File: config.mk
export PLATFORM = sky130hd
export DESIGN_NAME = fwd_hazard_unit
export DESIGN_NICKNAME = d
export VERILOG_FILES = /design/src/rtl/fwd_pkg.sv /design/src/rtl/fwd_match_arb.sv /design/src/rtl/fwd_hazard_unit.sv
export SDC_FILE = /design/constraint.sdc
export NUM_CORES = 1
export LEC_CHECK = 0
export CORE_ASPECT_RATIO = 0.8
export CORE_MARGIN = 3
export CORE_UTILIZATION = 52
export CTS_CLUSTER_DIAMETER = 30
export CTS_CLUSTER_SIZE = 14
export DETAILED_ROUTE_END_ITERATION = 7
export GPL_TIMING_DRIVEN = 0
export PLACE_DENSITY_LB_ADDON = 0.15
export SLEW_MARGIN = 30
export SYNTH_ARGS = -nofsm -noshare
export SYNTH_HDL_FRONTEND = slang
export SYNTH_SLANG_ARGS = --single-unit
export TNS_END_PERCENT = 30
File: constraint.sdc
create_clock -name clk -period 2.7 [get_ports clk]
set_input_delay 0.54 -clock clk [delete_from_list [all_inputs] [get_ports clk]]
set_output_delay 0.54 -clock clk [all_outputs]
set_load 0.02 [all_outputs]
File: src/rtl/fwd_pkg.sv
// Shared types and helpers for the forwarding / load-use hazard unit.
package fwd_pkg;

  // Widest register address a slot can hold. Narrower addresses are zero-extended.
  localparam int RD_MAX_W = 8;

  // Forwarding select value meaning "read the register file".
  localparam int FWD_RF = 0;

  // One tracked producer: a valid writer of rd, and whether it is a load.
  typedef struct packed {
    logic                valid;
    logic [RD_MAX_W-1:0] rd;
    logic                is_load;
  } slot_t;

  // Width of a select field that encodes 0 (register file) through depth.
  function automatic int sel_width(input int depth);
    return $clog2(depth + 1);
  endfunction

endpackage

File: src/rtl/fwd_match_arb.sv
// Priority lookup of one source operand against all tracked producer slots.
// slots[0] is slot 1 (EX, youngest); slots[DEPTH-1] is the oldest slot.
module fwd_match_arb
  import fwd_pkg::*;
#(
  parameter int AW       = 3,
  parameter int DEPTH    = 3,
  parameter int LOAD_LAT = 2,
  parameter int SELW     = 2
) (
  input  slot_t [DEPTH-1:0] slots,
  input  logic [AW-1:0]     src_addr,
  input  logic              src_used,
  output logic [SELW-1:0]   win_idx,
  output logic              found,
  output logic              not_ready
);

  // Scan oldest to youngest so the youngest match overwrites any older one;
  // readiness is judged only on that winner, never on an older fallback.
  always_comb begin
    win_idx   = SELW'(FWD_RF);
    found     = 1'b0;
    not_ready = 1'b0;
    for (int k = DEPTH - 1; k >= 0; k--) begin
      if (src_used && slots[k].valid && (slots[k].rd == RD_MAX_W'(src_addr))) begin
        win_idx   = SELW'(k + 1);
        found     = 1'b1;
        not_ready = slots[k].is_load && ((k + 1) < LOAD_LAT);
      end
    end
  end

endmodule

File: src/rtl/fwd_hazard_unit.sv
// Multi-operand forwarding select and load-use stall detection over DEPTH
// in-flight producer slots, with a saturating stall-cycle counter.
module fwd_hazard_unit
  import fwd_pkg::*;
#(
  parameter  int AW       = 3,
  parameter  int NUM_SRC  = 2,
  parameter  int DEPTH    = 3,
  parameter  int LOAD_LAT = 2,
  parameter  int CNT_W    = 16,
  localparam int SELW     = sel_width(DEPTH)
) (
  input  logic                    clk,
  input  logic                    rst_n,
  input  logic                    issue_valid,
  input  logic [AW-1:0]           issue_rd,
  input  logic                    issue_regwrite,
  input  logic                    issue_is_load,
  input  logic                    flush,
  input  logic [NUM_SRC*AW-1:0]   src_addr,
  input  logic [NUM_SRC-1:0]      src_used,
  output logic [NUM_SRC*SELW-1:0] fwd_sel,
  output logic                    stall,
  output logic [CNT_W-1:0]        stall_cnt
);

  slot_t [DEPTH-1:0]       slot_q;
  slot_t                   issue_slot;
  logic [NUM_SRC*SELW-1:0] win_sel;
  logic [NUM_SRC-1:0]      found;
  logic [NUM_SRC-1:0]      stall_req;

  for (genvar i = 0; i < NUM_SRC; i++) begin : g_src
    fwd_match_arb #(
      .AW       (AW),
      .DEPTH    (DEPTH),
      .LOAD_LAT (LOAD_LAT),
      .SELW     (SELW)
    ) u_arb (
      .slots     (slot_q),
      .src_addr  (src_addr[i*AW +: AW]),
      .src_used  (src_used[i]),
      .win_idx   (win_sel[i*SELW +: SELW]),
      .found     (found[i]),
      .not_ready (stall_req[i])
    );
  end

  assign stall = |stall_req;

  // Entry entering slot 1: the decode instruction, or a bubble when it is held.
  always_comb begin
    issue_slot = '0;
    if (issue_valid && !stall) begin
      issue_slot.valid   = issue_regwrite;
      issue_slot.rd      = RD_MAX_W'(issue_rd);
      issue_slot.is_load = issue_is_load;
    end
  end

  // Forwarding selects; all fields drop to the register file while stalled.
  always_comb begin
    fwd_sel = '0;
    if (!stall) begin
      for (int i = 0; i < NUM_SRC; i++) begin
        fwd_sel[i*SELW +: SELW] = found[i] ? win_sel[i*SELW +: SELW] : SELW'(FWD_RF);
      end
    end
  end

  // Producer shift register; older slots keep draining while decode is held.
  always_ff @(posedge clk or negedge rst_n) begin
    if (!rst_n) begin
      slot_q <= '0;
    end else if (flush) begin
      slot_q <= '0;
    end else begin
      slot_q[0] <= issue_slot;
      for (int k = 1; k < DEPTH; k++) begin
        slot_q[k] <= slot_q[k-1];
      end
    end
  end

  // Saturating count of stalled cycles; flush does not affect it.
  always_ff @(posedge clk or negedge rst_n) begin
    if (!rst_n) begin
      stall_cnt <= '0;
    end else if (stall && (stall_cnt != {CNT_W{1'b1}})) begin
      stall_cnt <= stall_cnt + 1'b1;
    end
  end

endmodule

==> key figures <==
Status
  • Status: completed

Synthesis
  • Top_reg_cell synth: dfrtp_1
  • Syn Inst Count: 139
  • Top post-synthesis cells by area: dfrtp_1, xor2_1, nor4_2
  • Synth cell types: 27
  • Synth warn: 0
  • Syn Area/Cell: ~11 um2
  • Post-synthesis async set-or-reset flop share: 100.0%
  • Sequential element share of the synthesized area: ~48%
  • Post-synth EDFFs: 0
  • Cell taking the most area after synthesis: dfrtp_1
  • Syn nets: roughly 160
  • Synthesized area: ~1500 um2
  • Seq cells post-synth: 29
  • Top-area cell type share of the netlist area: a little under half

Floorplanning
  • Row count: 16
  • Die height: approximately 54 um
  • Die ar.: approximately 3600 um2
  • Chip width: about 67 um
  • I/O pin count: 38
  • Core area: 2623 um2
  • Initial Utilization: around 58%

STA
  • RSZ-0062 raised after global routing: false
  • Minimum clock period: about 2.6 ns
  • Slew Viols, Final: 0
  • Final setup viols: 0
  • Fin crit share: about 97%
  • Final hold vios: 0
  • Clock Skew: between 0.003 and 0.004 ns
  • Setup TNS Final: 0 ns
  • Fmax achieved: 0.3829 GHz
  • Max-slew headroom: 56.96%
  • Worst-Margin Slew: 0.6456 ns

Worst setup path
  • Crit path largest cell delay: 0.37 ns
  • CP startpoint kind: input port
  • WP buf/inv: 3
  • WP data required: 2.16 ns
  • Max FO, Critical Path: 3
  • Slowest cell on the critical path: dlygate4sd2_1
  • Critical-path cell list: dlygate4sd2_1, xor2_2, nor4_4, buf_4, a21oi_1, nor2_1, dlygate4sd2_1
  • Endpoint class of the critical path: output pin
  • Crit path kind: in2out
  • CP dominant cell by count: dlygate4sd2_1
  • Critical Path AT: between 2 and 2.5 ns
  • Top Family by Delay on Critical Path: buffers and inverters

CTS
  • Htree depth: 2
  • Root Driver: clkbuf_8
  • TritonCTS Sinks: 29
  • TritonCTS Buffers: 5
  • Clk_lat worst skew: about 0.29 ns
  • Clock transition at path regs: around 0.06 ns
  • Clk buf depth: 2
  • CTS Hold Bufs: 0
  • CTS tree: done

Final layout
  • Area grow syn2layout: 39.00%
  • Final #Nets: 205
  • Ant. Diodes: 0
  • Most common cell after layout, fill and taps aside: dfrtp_1
  • Fraction of layout cells with a size suffix above 1: between 15 and 20%
  • Most frequent cells in the layout: dfrtp_1, clkdlybuf4s50_1, xor2_1

Global route
  • Gr usage total: between 20% and 30%
  • Vias in the first global route: around 1300
  • Initial antenna violation count: 0
  • Global route overflow: 0
  • First-pass GRT wire length: between 6000 and 7000 um
  • Largest net degree at the start of global routing: 30

Pwr
  • Lkg Pwr: ~0.99 nW
  • Max VDD drop: 0.0003763 V
  • Overall power: 1.002 mW
  • Pwr dens: approximately 470 nW/um2

Route
  • DR WL/cell: roughly 17 um
  • Drt initial violations: 94
  • Via count: ~1300
  • First-pass DRT Iterations: 4
  • DRT antenna net count: 0
  • Final wirelength: 3852 um
  • Remaining routing DRC violations: 0
  • Routed vias/inst: ~5.6

Placement
  • GP Congestion: roughly 0.77
  • Dpl hpwl: about 2600 um
  • IO Port Bufs: 37

Worst hold path
  • Min-Delay Path Class: in2async

Flow run
  • Total of max-cap violations: 0
## registers in the layout, indices dropped and copies added, names as in the netlist
name	cells
stall_cnt	16
slot_q	13
## layer usage
metal / wire, um / GRT usage [%]
met2: 1834 / 39.04
met5: 0 / 0
met1: 1639 / 29.74
met3: 258 / 7.598
met4: 119 / 16.22
## synthesized netlist by cell type, types with 2 or more instances
cell,number
and2_1,6
dfrtp_1,29
xor2_1,25
and4_1,2
and3_1,2
xnor2_1,6
nor4_2,5
nor2_1,7
nor3_1,8
nor2b_1,9
nand3_1,9
a21oi_1,2
nand2_1,9
mux2_1,3
nor3b_1,2
nand4_1,4
## cells by family (layout without fill, tap and decap cells)
kind of cell | after synthesis | after routing | share of synthesized area [%]
flops | 29 | 29 | 47.62
simple gates | 68 | 68 | 28.41
fa+ha+maj | 1 | 1 | 0.8209
xor+xnor | 31 | 31 | 17.82
buf+inv | 3 | 52 | 1.313
compound gates | 4 | 4 | 1.806
mux | 3 | 3 | 2.217
## final cells by class
| cell class | count | area, um2 |
|---|---|---|
| clock buffer | 7 | 86.33 |
| sequential | 29 | 725.7 |
| multi-input combinational | 107 | 832.0 |
| clock inverter | 1 | 30.03 |
| fill | 160 | 504.2 |
| tap | 36 | 45.04 |
| timing repair buffer | 41 | 379.1 |
| buffer | 2 | 16.27 |
| inverter | 1 | 3.754 |
## per-stage QoR
step | instance area (um2) | util [%] | setup WS [ns] | instances | hold WS, ns
final | 2118 | 80.77 | 0.08847 | 224 | 0.2677
after global routing | 2118 | 80.77 | 0.001420 | 224 | 0.3193
after CTS | 2111 | 80.49 | 0.02453 | 223 | 0.2927
after detailed placement | 1934 | 73.76 | -0.5639 | 212 | 0.4985
after global placement | 1939 | 73.95 | -0.4846 | 212 | 0.4844
after floorplan | 1524 | - | 0.4425 | 139 | 0.2444
## path summary, 6_finish.rpt
path / slack, ns / to / cells after the start / startpoint
max in group asynchronous: 2.00 / stall_cnt[1]$_DFFE_PN0P_ / 1 / rst_n
min in group clk: 0.52 / stall_cnt[10]$_DFFE_PN0P_ / 1 / stall_cnt[10]$_DFFE_PN0P_
worst max register to register: 0.54 / stall_cnt[11]$_DFFE_PN0P_ / 7 / stall_cnt[0]$_DFFE_PN0P_
worst max-delay path: 0.09 / fwd_sel[0] / 7 / src_addr[0]
worst min register to register: 0.52 / stall_cnt[10]$_DFFE_PN0P_ / 1 / stall_cnt[10]$_DFFE_PN0P_
worst min-delay path: 0.27 / slot_q[21]$_DFF_PN0_ / 1 / rst_n
## report_power, final
part           leakage, nW  switching, mW  total [mW]  internal (mW)
combinational        0.533         0.0435      0.0816         0.0380
clock               0.0585          0.169       0.469          0.300
sequential           0.401        0.00928       0.451          0.442
## what timing repair did
item,CTS,global route
setup buffers,3,1
resized for setup,26,0
gates cloned,0,0
pin swaps,2,1
setup endpoints to repair,5,4
(Power assumes the default switching activity.)
